[src/rtl/iterative_divider.sv]
// iterative_divider: radix-2 restoring divider, one quotient bit per clock.
// Divides a 2*WIDTH-bit unsigned dividend by a WIDTH-bit unsigned divisor.
//   clk, rst              clock and asynchronous active-high reset
//   in_valid / in_ready   operand handshake (dividend, divisor)
//   out_valid / out_ready result handshake (quotient, remainder, flags)
//   div_by_zero           divisor was zero: quotient all ones, remainder = dividend low half
//   overflow              quotient would not fit in WIDTH bits: quotient all ones, remainder 0
// Normal operations take WIDTH iterations; error cases finish on the accept edge.
module iterative_divider #(
  parameter int WIDTH = 16
) (
  input  logic               clk,
  input  logic               rst,
  input  logic               in_valid,
  output logic               in_ready,
  input  logic [2*WIDTH-1:0] dividend,
  input  logic [WIDTH-1:0]   divisor,
  output logic               out_valid,
  input  logic               out_ready,
  output logic [WIDTH-1:0]   quotient,
  output logic [WIDTH-1:0]   remainder,
  output logic               div_by_zero,
  output logic               overflow
);
  localparam int CW = (WIDTH > 1) ? $clog2(WIDTH) : 1;

  typedef enum logic [1:0] {IDLE, BUSY, DONE} state_t;

  state_t           state, state_nxt;
  // Partial remainder. It stays below the divisor, so its (WIDTH+1)-th bit is
  // always zero and is not stored; the trial value t carries the extra bit.
  logic [WIDTH-1:0] r;
  logic [WIDTH-1:0] lo;    // remaining dividend bits, consumed MSB-first
  logic [WIDTH-1:0] dvsr;
  logic [WIDTH-1:0] q;
  logic [CW-1:0]    cnt;
  logic             dbz, ovf;

  logic [WIDTH:0]   t;
  logic [WIDTH-1:0] diff;
  logic             q_bit, err_dbz, err_ovf, last;

  always_comb begin
    t       = {r, lo[WIDTH-1]};
    q_bit   = (t >= {1'b0, dvsr});
    // True difference is < divisor when q_bit is set, so WIDTH bits suffice.
    diff    = t[WIDTH-1:0] - dvsr;
    err_dbz = (divisor == '0);
    err_ovf = (dividend[2*WIDTH-1:WIDTH] >= divisor);
    last    = (cnt == CW'(WIDTH-1));
  end

  always_ff @(posedge clk or posedge rst) begin
    if (rst) state <= IDLE;
    else     state <= state_nxt;
  end

  always_comb begin
    state_nxt = state;
    in_ready  = 1'b0;
    out_valid = 1'b0;
    case (state)
      IDLE: begin
        in_ready = 1'b1;
        if (in_valid) state_nxt = (err_dbz || err_ovf) ? DONE : BUSY;
      end
      BUSY: if (last) state_nxt = DONE;
      DONE: begin
        out_valid = 1'b1;
        if (out_ready) state_nxt = IDLE;
      end
      default: state_nxt = IDLE;
    endcase
  end

  always_ff @(posedge clk or posedge rst) begin
    if (rst) begin
      r    <= '0;
      lo   <= '0;
      dvsr <= '0;
      q    <= '0;
      cnt  <= '0;
      dbz  <= 1'b0;
      ovf  <= 1'b0;
    end else begin
      case (state)
        IDLE: if (in_valid) begin
          if (err_dbz) begin
            dbz <= 1'b1;
            ovf <= 1'b0;
            q   <= '1;
            r   <= dividend[WIDTH-1:0];
          end else if (err_ovf) begin
            dbz <= 1'b0;
            ovf <= 1'b1;
            q   <= '1;
            r   <= '0;
          end else begin
            dvsr <= divisor;
            r    <= dividend[2*WIDTH-1:WIDTH];
            lo   <= dividend[WIDTH-1:0];
            q    <= '0;
            cnt  <= '0;
          end
        end
        BUSY: begin
          r   <= q_bit ? diff : t[WIDTH-1:0];
          q   <= {q[WIDTH-2:0], q_bit};
          lo  <= {lo[WIDTH-2:0], 1'b0};
          cnt <= cnt + CW'(1);
        end
        DONE: if (out_ready) begin
          dbz <= 1'b0;
          ovf <= 1'b0;
        end
        default: ;
      endcase
    end
  end

  assign quotient    = q;
  assign remainder   = r;
  assign div_by_zero = dbz;
  assign overflow    = ovf;
endmodule

[config.mk]
export PLATFORM = sky130hd
export DESIGN_NAME = iterative_divider
export DESIGN_NICKNAME = d
export VERILOG_FILES = /design/src/rtl/iterative_divider.sv
export SDC_FILE = /design/constraint.sdc
export NUM_CORES = 1
export LEC_CHECK = 0
export CELL_PAD_IN_SITES_DETAIL_PLACEMENT = 2
export CELL_PAD_IN_SITES_GLOBAL_PLACEMENT = 2
export CORE_UTILIZATION = 30
export DETAILED_ROUTE_END_ITERATION = 8
export GPL_TIMING_DRIVEN = 0
export HOLD_SLACK_MARGIN = 0.03
export PLACE_DENSITY = 0.79
export SYNTH_ARGS = -nofsm -noshare
export SYNTH_HDL_FRONTEND = slang
export SYNTH_SLANG_ARGS = --single-unit
[constraint.sdc]
create_clock -name clk -period 6.1 [get_ports clk]
set_input_delay 0.61 -clock clk [delete_from_list [all_inputs] [get_ports clk]]
set_output_delay 0.61 -clock clk [all_outputs]
set_load 0.1 [all_outputs]
==> impl_metrics.tcl <==
set metrics [dict create \
    use_met2_pct 43.37 \
    vias_per_cell 5.373 \
    cts_max_path_buffers 2 \
    cp_max_fo 10 \
    crit_arrival_ps 3490 \
    nNetsFinal 742 \
    postRouteWirelength_mm 18.70 \
    h-tree-depth 3 \
    met1_usage_pct 28.38 \
    hold_viol 0 \
    hold_start "quotient[15]$_DFFE_PP0P_" \
    post_cts_resized 0 \
    clock-sinks 72 \
    crit_required_ps 6340 \
    grt_pass1_wl_mm 29.50 \
    initial_core_util_pct 31.24 \
    vias 4685 \
    die_x_microns 128.8 \
    synthTopCellsByArea "dfrtp_1 (37%), ha_1 (8.6%), nand2_1 (5.1%)" \
    netlist_area_sq_mm 0.004820 \
    cts_hold_buf 0 \
    cts_tree "yes" \
    slew_violations 0 \
    place.gp.congestion 0.8277 \
    rrSetupSlack_ps 3320 \
    grt.busiest_layer "met2" \
    synth_fp_nets 643 \
    r2r_start "remainder[0]$_DFFE_PP0P_" \
    overflow 0 \
    critical_path_class "in2reg" \
    synth-seq-cells 72 \
    die_h_microns 128.8 \
    startpoint "dividend[16]" \
    antenna_found_initial 0 \
    ant_nets 0 \
    dieArea_sq_mm 0.01658 \
    finalCritPeriodShare_pct 53.26 \
    drt-pass1-iter-count 4 \
    drt-wirelength-per-cell_microns 21.45 \
    maxCapViolations 0 \
    async_reset_ff_share_pct 100.0 \
    insertion_delay_ps 350 \
    startpoint_type "input port" \
    port_buffers 87 \
    synth-main-ff-cell "dfrtp_1" \
    grt_use_met3_pct 3.077 \
    max_freq_mhz 307.8 \
    fin_crit_ps 3249 \
    slew-limit-headroom_pct 34.49 \
    numCtsBuffers 9 \
    hpwl_mm 14.93 \
    io_pins 88 \
    end_kind "flop" \
    yosys_warnings 0 \
    tns_ps 0 \
    syn_inst 557 \
    drc_errors 0 \
    core_area_sq_mm 0.01543 \
    synth_top_cell_by_area "dfrtp_1" \
    rsz0062_at_grt "no" \
    hp-class "reg2reg" \
    root_buffer "clkbuf_16" \
    grt_pass1_vias 5287 \
    synth_edf_count 0 \
    grt_max_degree 54 \
    grt.total_usage_pct 23.81 \
    drt_iter0_drc 224 \
    yosys.area.top_type_share_pct 37.38 \
    rows 45 \
    clkTransAtPathRegs_ps 60 \
    diodes 0 \
    cts_setup_buffers 0 \
    outcome "complete, no violations" \
    syn2layout_area_growth_pct 30.56 \
    synth_sequential_area_ratio_pct 37.38 \
    final-setup-viol-count 0 \
    synth_area_per_cell_sq_um 8.653 \
    finClkSkew_ps 6.749 \
    worst_pin_slew_ps 979.6 \
    yosysUniqueCellTypes 61 \
    drive_above_1_share_pct 7.413 \
]
==> final cells by class <==
cell class | count | area, sq um
well taps | 211 | 264.0
clock inverters | 5 | 55.05
fillers | 1745 | 9135
clock buffers | 11 | 252.7
inverters | 49 | 186.4
repair buffers | 88 | 898.4
multi-input cells | 403 | 2654
flip-flops and latches | 72 | 1802
plain buffers | 33 | 180.2
==> layout by cell type, fill, tap and decap left out, types with 13 or more instances in the layout <==
| cell type | instances |
|---|---|
| ha_1 | 33 |
| inv_1 | 48 |
| a221oi_1 | 14 |
| a21oi_1 | 39 |
| clkdlybuf4s50_1 | 87 |
| nand3_1 | 13 |
| dfrtp_1 | 72 |
| clkbuf_1 | 17 |
| nand2_1 | 66 |
| o21ai_0 | 14 |
| nor2_1 | 55 |
| mux2i_1 | 22 |
| a31oi_1 | 22 |
==> cells in the mapped netlist (7+ instances only) <==
library cell / count
dfrtp_1: 72
nand2_1: 66
nor2_1: 55
inv_1: 49
a21oi_1: 39
ha_1: 33
a31oi_1: 22
mux2i_1: 22
clkbuf_1: 17
a221oi_1: 14
o21ai_0: 14
nand3_1: 13
a211oi_1: 9
buf_2: 9
o31ai_1: 7
==> path summary, 6_finish.rpt <==
path,end,depth (start not counted)
worst max-delay path,remainder[4]$_DFFE_PP0P_,12
worst min-delay path,quotient[15]$_DFFE_PP0P_,2
worst max register to register,remainder[15]$_DFFE_PP0P_,8
worst min register to register,quotient[15]$_DFFE_PP0P_,2
max in group asynchronous,remainder[2]$_DFFE_PP0P_,3
min in group asynchronous,state[1]$_DFFE_PP0P_,2
==> registers in the layout (all words and copies together) (netlist names) <==
signal	count
div_by_zero	1
dvsr	16
quotient	16
cnt	4
state	2
remainder	16
lo	16
overflow	1
==> stage by stage <==
step | setup slack [ps] | hold slack [ps] | area [sq um] | utilization [%] | std cells
final | 2851 | 524.7 | 6292 | 40.79 | 872
after global routing | 2688 | 536.7 | 6292 | 40.79 | 872
after CTS | 2809 | 517.9 | 6292 | 40.79 | 872
after detailed placement | 2501 | 499.5 | 5984 | 38.79 | 856
after global placement | 2319 | 491.0 | 5954 | 38.60 | 855
after floorplan | 3046 | 466.9 | 4820 | - | 557
==> critical path: stages <==
cell and delay [ps]:
clkdlybuf4s50_1 530, inv_1 70, ha_1 290, nand2b_1 160, a2111oi_2 410, a2111oi_2 130, nor3_2 340, o21a_1 200
buf_4 190, buf_6 180, a221oi_1 120, a211oi_1 250
==> cell families (layout without fill, tap and decap cells) <==
group	after synthesis	in the layout	synth area share, %
AOI/OAI and AO/OA	154	154	21.96
xor gates and xnor gates	9	9	1.636
DFF	72	72	37.38
adders and majority gates	34	34	8.982
muxes	23	23	4.803
and+or+nand+nor	183	183	17.68
buffers and inverters	82	186	7.554
==> routing by layer <==
layer / up-vias / routed length, microns
li1: 2192 / -
met1: 2388 / 7993
met2: 80 / 9762
met3: 25 / 537
met4: 0 / 410
met5: - / 0
Power is not shown: default switching activity piles up to over one toggle a cycle in this logic, so the estimate is an artifact.
==> RTL edit 1, RTL diff (same settings) <==
Put one more register stage on the output `overflow`, with the module's reset. The value now appears one clock later. The other outputs are not delayed to match.
--- a/src/rtl/iterative_divider.sv
+++ b/src/rtl/iterative_divider.sv
@@ -121,6 +121,12 @@
   assign quotient    = q;
   assign remainder   = r;
   assign div_by_zero = dbz;
-  assign overflow    = ovf;
+  always_ff @(posedge clk or posedge rst) begin
+    if (rst) begin
+      overflow <= '0;
+    end else begin
+      overflow <= ovf;
+    end
+  end
 endmodule
 
Formal check against the unedited RTL: not equivalent (Yosys sat finds a counterexample within 4 cycles, from zero or initial values and one cycle with rst high).
==> RTL edit 1 against the unedited design <==
Sequential cell count is 1 higher; synthesized area is 0.52% higher; sequential share of layout area is 0.21 points higher; register-to-register slack hardly changed; die area is 0.51% higher; wire length is 2.2% higher; setup slack worse by 0.067 ns; final area is 0.66% higher.
Power is not shown: default switching activity piles up to over one toggle a cycle in this logic, so the estimate is an artifact.
==> RTL edit 1: results (changes against the unedited design) <==
- CTS clk-pin slew, worst paths: 0.06 ns (about the same)
- Gr ovfl total: 0 (unchanged)
- Synth cell types: 61 (unchanged)
- DRT Pass-1 Iters: 4 (unchanged)
- Setup repair bufs after CTS: 0 (unchanged)
- Setup TNS: 0 ns (unchanged)
- Clock Tree Root: clkbuf_16 (unchanged)
- R2R Path Start: lo[15]$_DFFE_PP0P_ (was remainder[0]$_DFFE_PP0P_)
- Gr usage total: 0.2419 (was 0.2381)
- Via density: 5.462 (was 5.373)
- Diode count: 0 (unchanged)
- Main area contributors after synthesis: dfrtp_1 (38%), ha_1 (8.5%), nand2_1 (5.1%) (was dfrtp_1 (37%), ha_1 (8.6%), nand2_1 (5.1%))
- Layout cell share with drive strength beyond 1: 0.07121 (was 0.07413)
- Max Buffers Root-to-Sink: 2 (unchanged)
- WP data arrival: 3.49 ns (about the same)
- Initial antenna violation count: 0 (unchanged)
- Asr flop ratio synth: 1.000 (unchanged)
- Tightest Hold Check Type: flop to flop (unchanged)
- Final Skew: 0.009183 ns (was 0.006749 ns)
- Seq/Total Area, Yosys: 0.3771 (was 0.3738)
- Number of global-route vias before repair: 5266 (was 5287)
- Outcome: finished clean (unchanged)
- Fin nets: 743 (was 742)
- HP Start: ovf$_DFFE_PP0P_ (was quotient[15]$_DFFE_PP0P_)
- Crit path launch: divisor[9] (was dividend[16])
- Skew-Pair Late Insertion Delay: 0.34 ns
- Post-synth top area cell: dfrtp_1 (unchanged)
- H-tree depth: 3 (unchanged)
- Routability cong.: 0.8522 (was 0.8277)
- CP Max Fanout: 10 (unchanged)
- PortBufs: 87 (unchanged)
- Slew @ Worst Pin: 1.019 ns (was 0.9796 ns)
- Total wire length: 19.12 mm (was 18.70 mm)
- Pre-CTS setup slack: 2.559 ns (was 2.501 ns)
- PostCTS Resize Cnt: 0 (unchanged)
- Initial DRC Count: 260 (was 224)
- Commonest cells in the netlist: dfrtp_1 (73), nand2_1 (66), nor2_1 (55) (was dfrtp_1 (72), nand2_1 (66), nor2_1 (55))
- Yosys warns: 0 (unchanged)
- Post-Syn Nets: 644 (was 643)
- First-pass GRT wire length: 30.10 mm (was 29.50 mm)
- TritonCTS buffer count: 9 (unchanged)
- Largest net degree at the start of global routing: 52 (was 54)
- HPWL after detailed placement: 14.83 mm (was 14.93 mm)
RTL edit 1: cell families after synthesis:
family | share of synthesized area
and+or+nand+nor | 0.1759
xor gates and xnor gates | 0.01627
AOI/OAI and AO/OA | 0.2185
adders and majority gates | 0.08936
DFF | 0.3771
muxes | 0.04778
buffers and inverters | 0.07515
RTL edit 1: worst paths after layout:
path | endpoint | slack (ns) | cells after the start
max | remainder[4]$_DFFE_PP0P_ | 2.78 | 11
min | overflow$_DFF_PP0_ | 0.41 | 0
max reg2reg | remainder[10]$_DFFE_PP0P_ | 3.31 | 10
min reg2reg | overflow$_DFF_PP0_ | 0.41 | 0
max in group asynchronous | remainder[2]$_DFFE_PP0P_ | 4.92 | 3
min in group asynchronous | div_by_zero$_DFFE_PP0P_ | 0.60 | 2
RTL edit 1: critical path, cell delays in order:
cell             delay [ns]
clkdlybuf4s50_1        0.56
inv_1                  0.11
ha_1                   0.32
nand4_1                0.18
a2111oi_2              0.43
nor3_2                 0.15
o21a_1                 0.24
buf_4                  0.20
buf_6                  0.16
a221oi_1               0.42
a211oi_1               0.10
RTL edit 1: metrics by stage:
stage	area, um2	hold WS (ns)	instances
5_1_grt	6334	0.4308	876
4_1_cts	6334	0.4103	876
2_1_floorplan	4845	0.3739	558
6_report	6334	0.4097	876
3_3_place_gp	5986	0.3922	861
3_5_place_dp	6016	0.3918	862
RTL edit 1: per-layer routing:
layer  vias up  track usage  wire length, um
met4         0       0.1066              570
li1       2195            -                -
met3        34      0.02684              585
met5         -            0                0
met1      2438       0.2921             8094
met2       118       0.4340             9867
RTL edit 1: layout make-up:
| class | instances | area (um2) |
|---|---|---|
| timing repair buffer | 88 | 898.4 |
| fill | 1749 | 9494 |
| clock inverter | 3 | 65.06 |
| multi-input combinational | 403 | 2654 |
| buffer | 33 | 180.2 |
| tap | 216 | 270.3 |
| inverter | 49 | 186.4 |
| clock buffer | 11 | 252.7 |
| sequential | 73 | 1827 |
==> RTL edit 2, RTL diff (config.mk and constraints unchanged) <==
Made on the original files. `WIDTH`: 16 -> 8.
--- a/src/rtl/iterative_divider.sv
+++ b/src/rtl/iterative_divider.sv
@@ -7,7 +7,7 @@
 //   overflow              quotient would not fit in WIDTH bits: quotient all ones, remainder 0
 // Normal operations take WIDTH iterations; error cases finish on the accept edge.
 module iterative_divider #(
-  parameter int WIDTH = 16
+  parameter int WIDTH = 8
 ) (
   input  logic               clk,
   input  logic               rst,
Interface: changed (resized dividend, divisor, quotient and remainder); port bits go from 88 to 48. No check against the original RTL was run, so the function may have changed too.
==> RTL edit 2 against the unedited design <==
Setup slack better by 0.17 ns; fmax grew 5.5%; synthesized area fell by 51%; non-clock buffer count down 62; die area down 50%; final area fell by 52%; wire length down 59%; sequential cell count decreased by 33; largest cell class unchanged.
Power is not shown: default switching activity piles up to over one toggle a cycle in this logic, so the estimate is an artifact.
==> RTL edit 2: results (changes against the unedited design) <==
- Outcome: finished clean (unchanged)
- Post-Syn Nets: 318 (was 643)
- PortBufs: 47 (was 87)
- Largest net degree at the start of global routing: 40 (was 54)
- CTS clk-pin slew, worst paths: 0.08 ns (was 0.06 ns)
- R2R Path Start: dvsr[1]$_DFFE_PP0P_ (was remainder[0]$_DFFE_PP0P_)
- Hold Crit Endpoint: lo[4]$_DFFE_PP0P_ (was quotient[15]$_DFFE_PP0P_)
- Crit path largest cell delay: 0.50 ns (was 0.53 ns)
- Setup repair bufs after CTS: 0 (unchanged)
- Yosys warns: 0 (unchanged)
- HP Start: lo[4]$_DFFE_PP0P_ (was quotient[15]$_DFFE_PP0P_)
- Layout cell share with drive strength beyond 1: 0.04923 (was 0.07413)
- Final Skew: 0.005165 ns (was 0.006749 ns)
- Filler Cell Count: 890 (was 1745)
- Synth cell types: 43 (was 61)
- Initial antenna violation count: 0 (unchanged)
- Commonest cells in the netlist: dfrtp_1 (39), nor2_1 (38), nand2_1 (29) (was dfrtp_1 (72), nand2_1 (66), nor2_1 (55))
- HPWL after detailed placement: 5.809 mm (was 14.93 mm)
- Fin nets: 372 (was 742)
- Skew-Pair Late Insertion Delay: 0.30 ns (was 0.35 ns)
- Initial DRC Count: 83 (was 224)
- R2R cell count: 9 (was 8)
- Antenna viol nets, final: 0 (unchanged)
- First-pass GRT wire length: 12.61 mm (was 29.50 mm)
- Tightest Hold Check Type: flop to flop (unchanged)
- Seq/Total Area, Yosys: 0.4118 (was 0.3738)
- WP data arrival: 3.29 ns (was 3.49 ns)
- Routed len/inst: 17.86 um (was 21.45 um)
- Number of global-route vias before repair: 2380 (was 5287)
- Via density: 5.169 (was 5.373)
- DRT Pass-1 Iters: 4 (unchanged)
- Max-Cap Viols: 0 (unchanged)
- Max Buffers Root-to-Sink: 2 (unchanged)
- Cell depth of the worst hold path: 2 (unchanged)
- Asr flop ratio synth: 1.000 (unchanged)
- RR Endpoint: remainder[6]$_DFFE_PP0P_ (was remainder[15]$_DFFE_PP0P_)
- Main area contributors after synthesis: dfrtp_1 (41%), ha_1 (9.5%), nor2_1 (6.0%) (was dfrtp_1 (37%), ha_1 (8.6%), nand2_1 (5.1%))
- Clock Tree Root: clkbuf_8 (was clkbuf_16)
- CP Max Fanout: 10 (unchanged)
- PostCTS Resize Cnt: 0 (unchanged)
- Hold_buf cts: 0 (unchanged)
- R2R Setup Slk: 3.34 ns (was 3.32 ns)
- H-tree depth: 2 (was 3)
- CP top delay family: buffers and inverters (was compound AO/OA/AOI/OAI gates)
- Gr usage total: 0.1965 (was 0.2381)
- Slowest-stage cell, CP: clkdlybuf4s50_1 (unchanged)
- Diode count: 0 (unchanged)
- Routability cong.: 0.7623 (was 0.8277)
- Slew @ Worst Pin: 0.9832 ns (was 0.9796 ns)
- TritonCTS buffer count: 5 (was 9)
## RTL edit 2: worst register-to-register path, stage by stage, from the launching register on
cell	delay [ns]
dfrtp_1	0.39
inv_1	0.08
ha_1	0.29
nor2b_1	0.15
o31a_1	0.29
o21ai_0	0.34
a21oi_1	0.24
and2_1	0.21
clkbuf_1	0.24
a221o_1	0.41
## RTL edit 2: layout make-up
class | count | share of cell area
multi-input combinational | 197 | 0.4106
sequential | 39 | 0.3199
timing repair buffer | 47 | 0.1542
tap | 102 | 0.04184
inverter | 23 | 0.02830
clock buffer | 5 | 0.02256
buffer | 12 | 0.01805
clock inverter | 2 | 0.004512
## RTL edit 2: routing by layer
metal | wire, um | track usage
met4 | 138 | 0.05688
met5 | 0 | 0
met1 | 3436 | 0.2450
met2 | 3818 | 0.3472
met3 | 234 | 0.03283
## RTL edit 2: stage by stage
step	cell area, um2	util	std cells	hold WS, ns	setup WS, ns
6_report	3050	0.3968	427	0.4850	3.022
5_1_grt	3050	0.3968	427	0.5116	2.891
4_1_cts	3050	0.3968	427	0.4925	3.015
3_5_place_dp	2968	0.3861	420	0.4737	2.731
3_3_place_gp	2968	0.3861	420	0.4642	2.778
2_1_floorplan	2370	-	271	0.4490	3.242
## RTL edit 2: cells by family (layout without fill, tap and decap cells)
group,count (synthesis),count (layout),synth area share
muxes,9,9,0.03854
xor gates and xnor gates,4,4,0.01479
AOI/OAI and AO/OA,72,72,0.1975
and+or+nand+nor,93,93,0.1742
adders and majority gates,19,19,0.1035
DFF,39,39,0.4118
buffers and inverters,35,89,0.05966
## RTL edit 2: worst max-delay path by stage
| stage | from | end | cells past startpoint |
|---|---|---|---|
| 6_report | divisor[5] | dvsr[3]$_DFFE_PP0P_ | 11 |
| 5_1_grt | divisor[5] | dvsr[1]$_DFFE_PP0P_ | 10 |
| 4_1_cts | divisor[5] | dvsr[3]$_DFFE_PP0P_ | 11 |
| 2_1_floorplan | remainder[0]$_DFFE_PP0P_ | remainder[6]$_DFFE_PP0P_ | 8 |
| 3_5_place_dp | divisor[5] | dvsr[4]$_DFFE_PP0P_ | 10 |
| 3_3_place_gp | divisor[5] | dvsr[1]$_DFFE_PP0P_ | 10 |
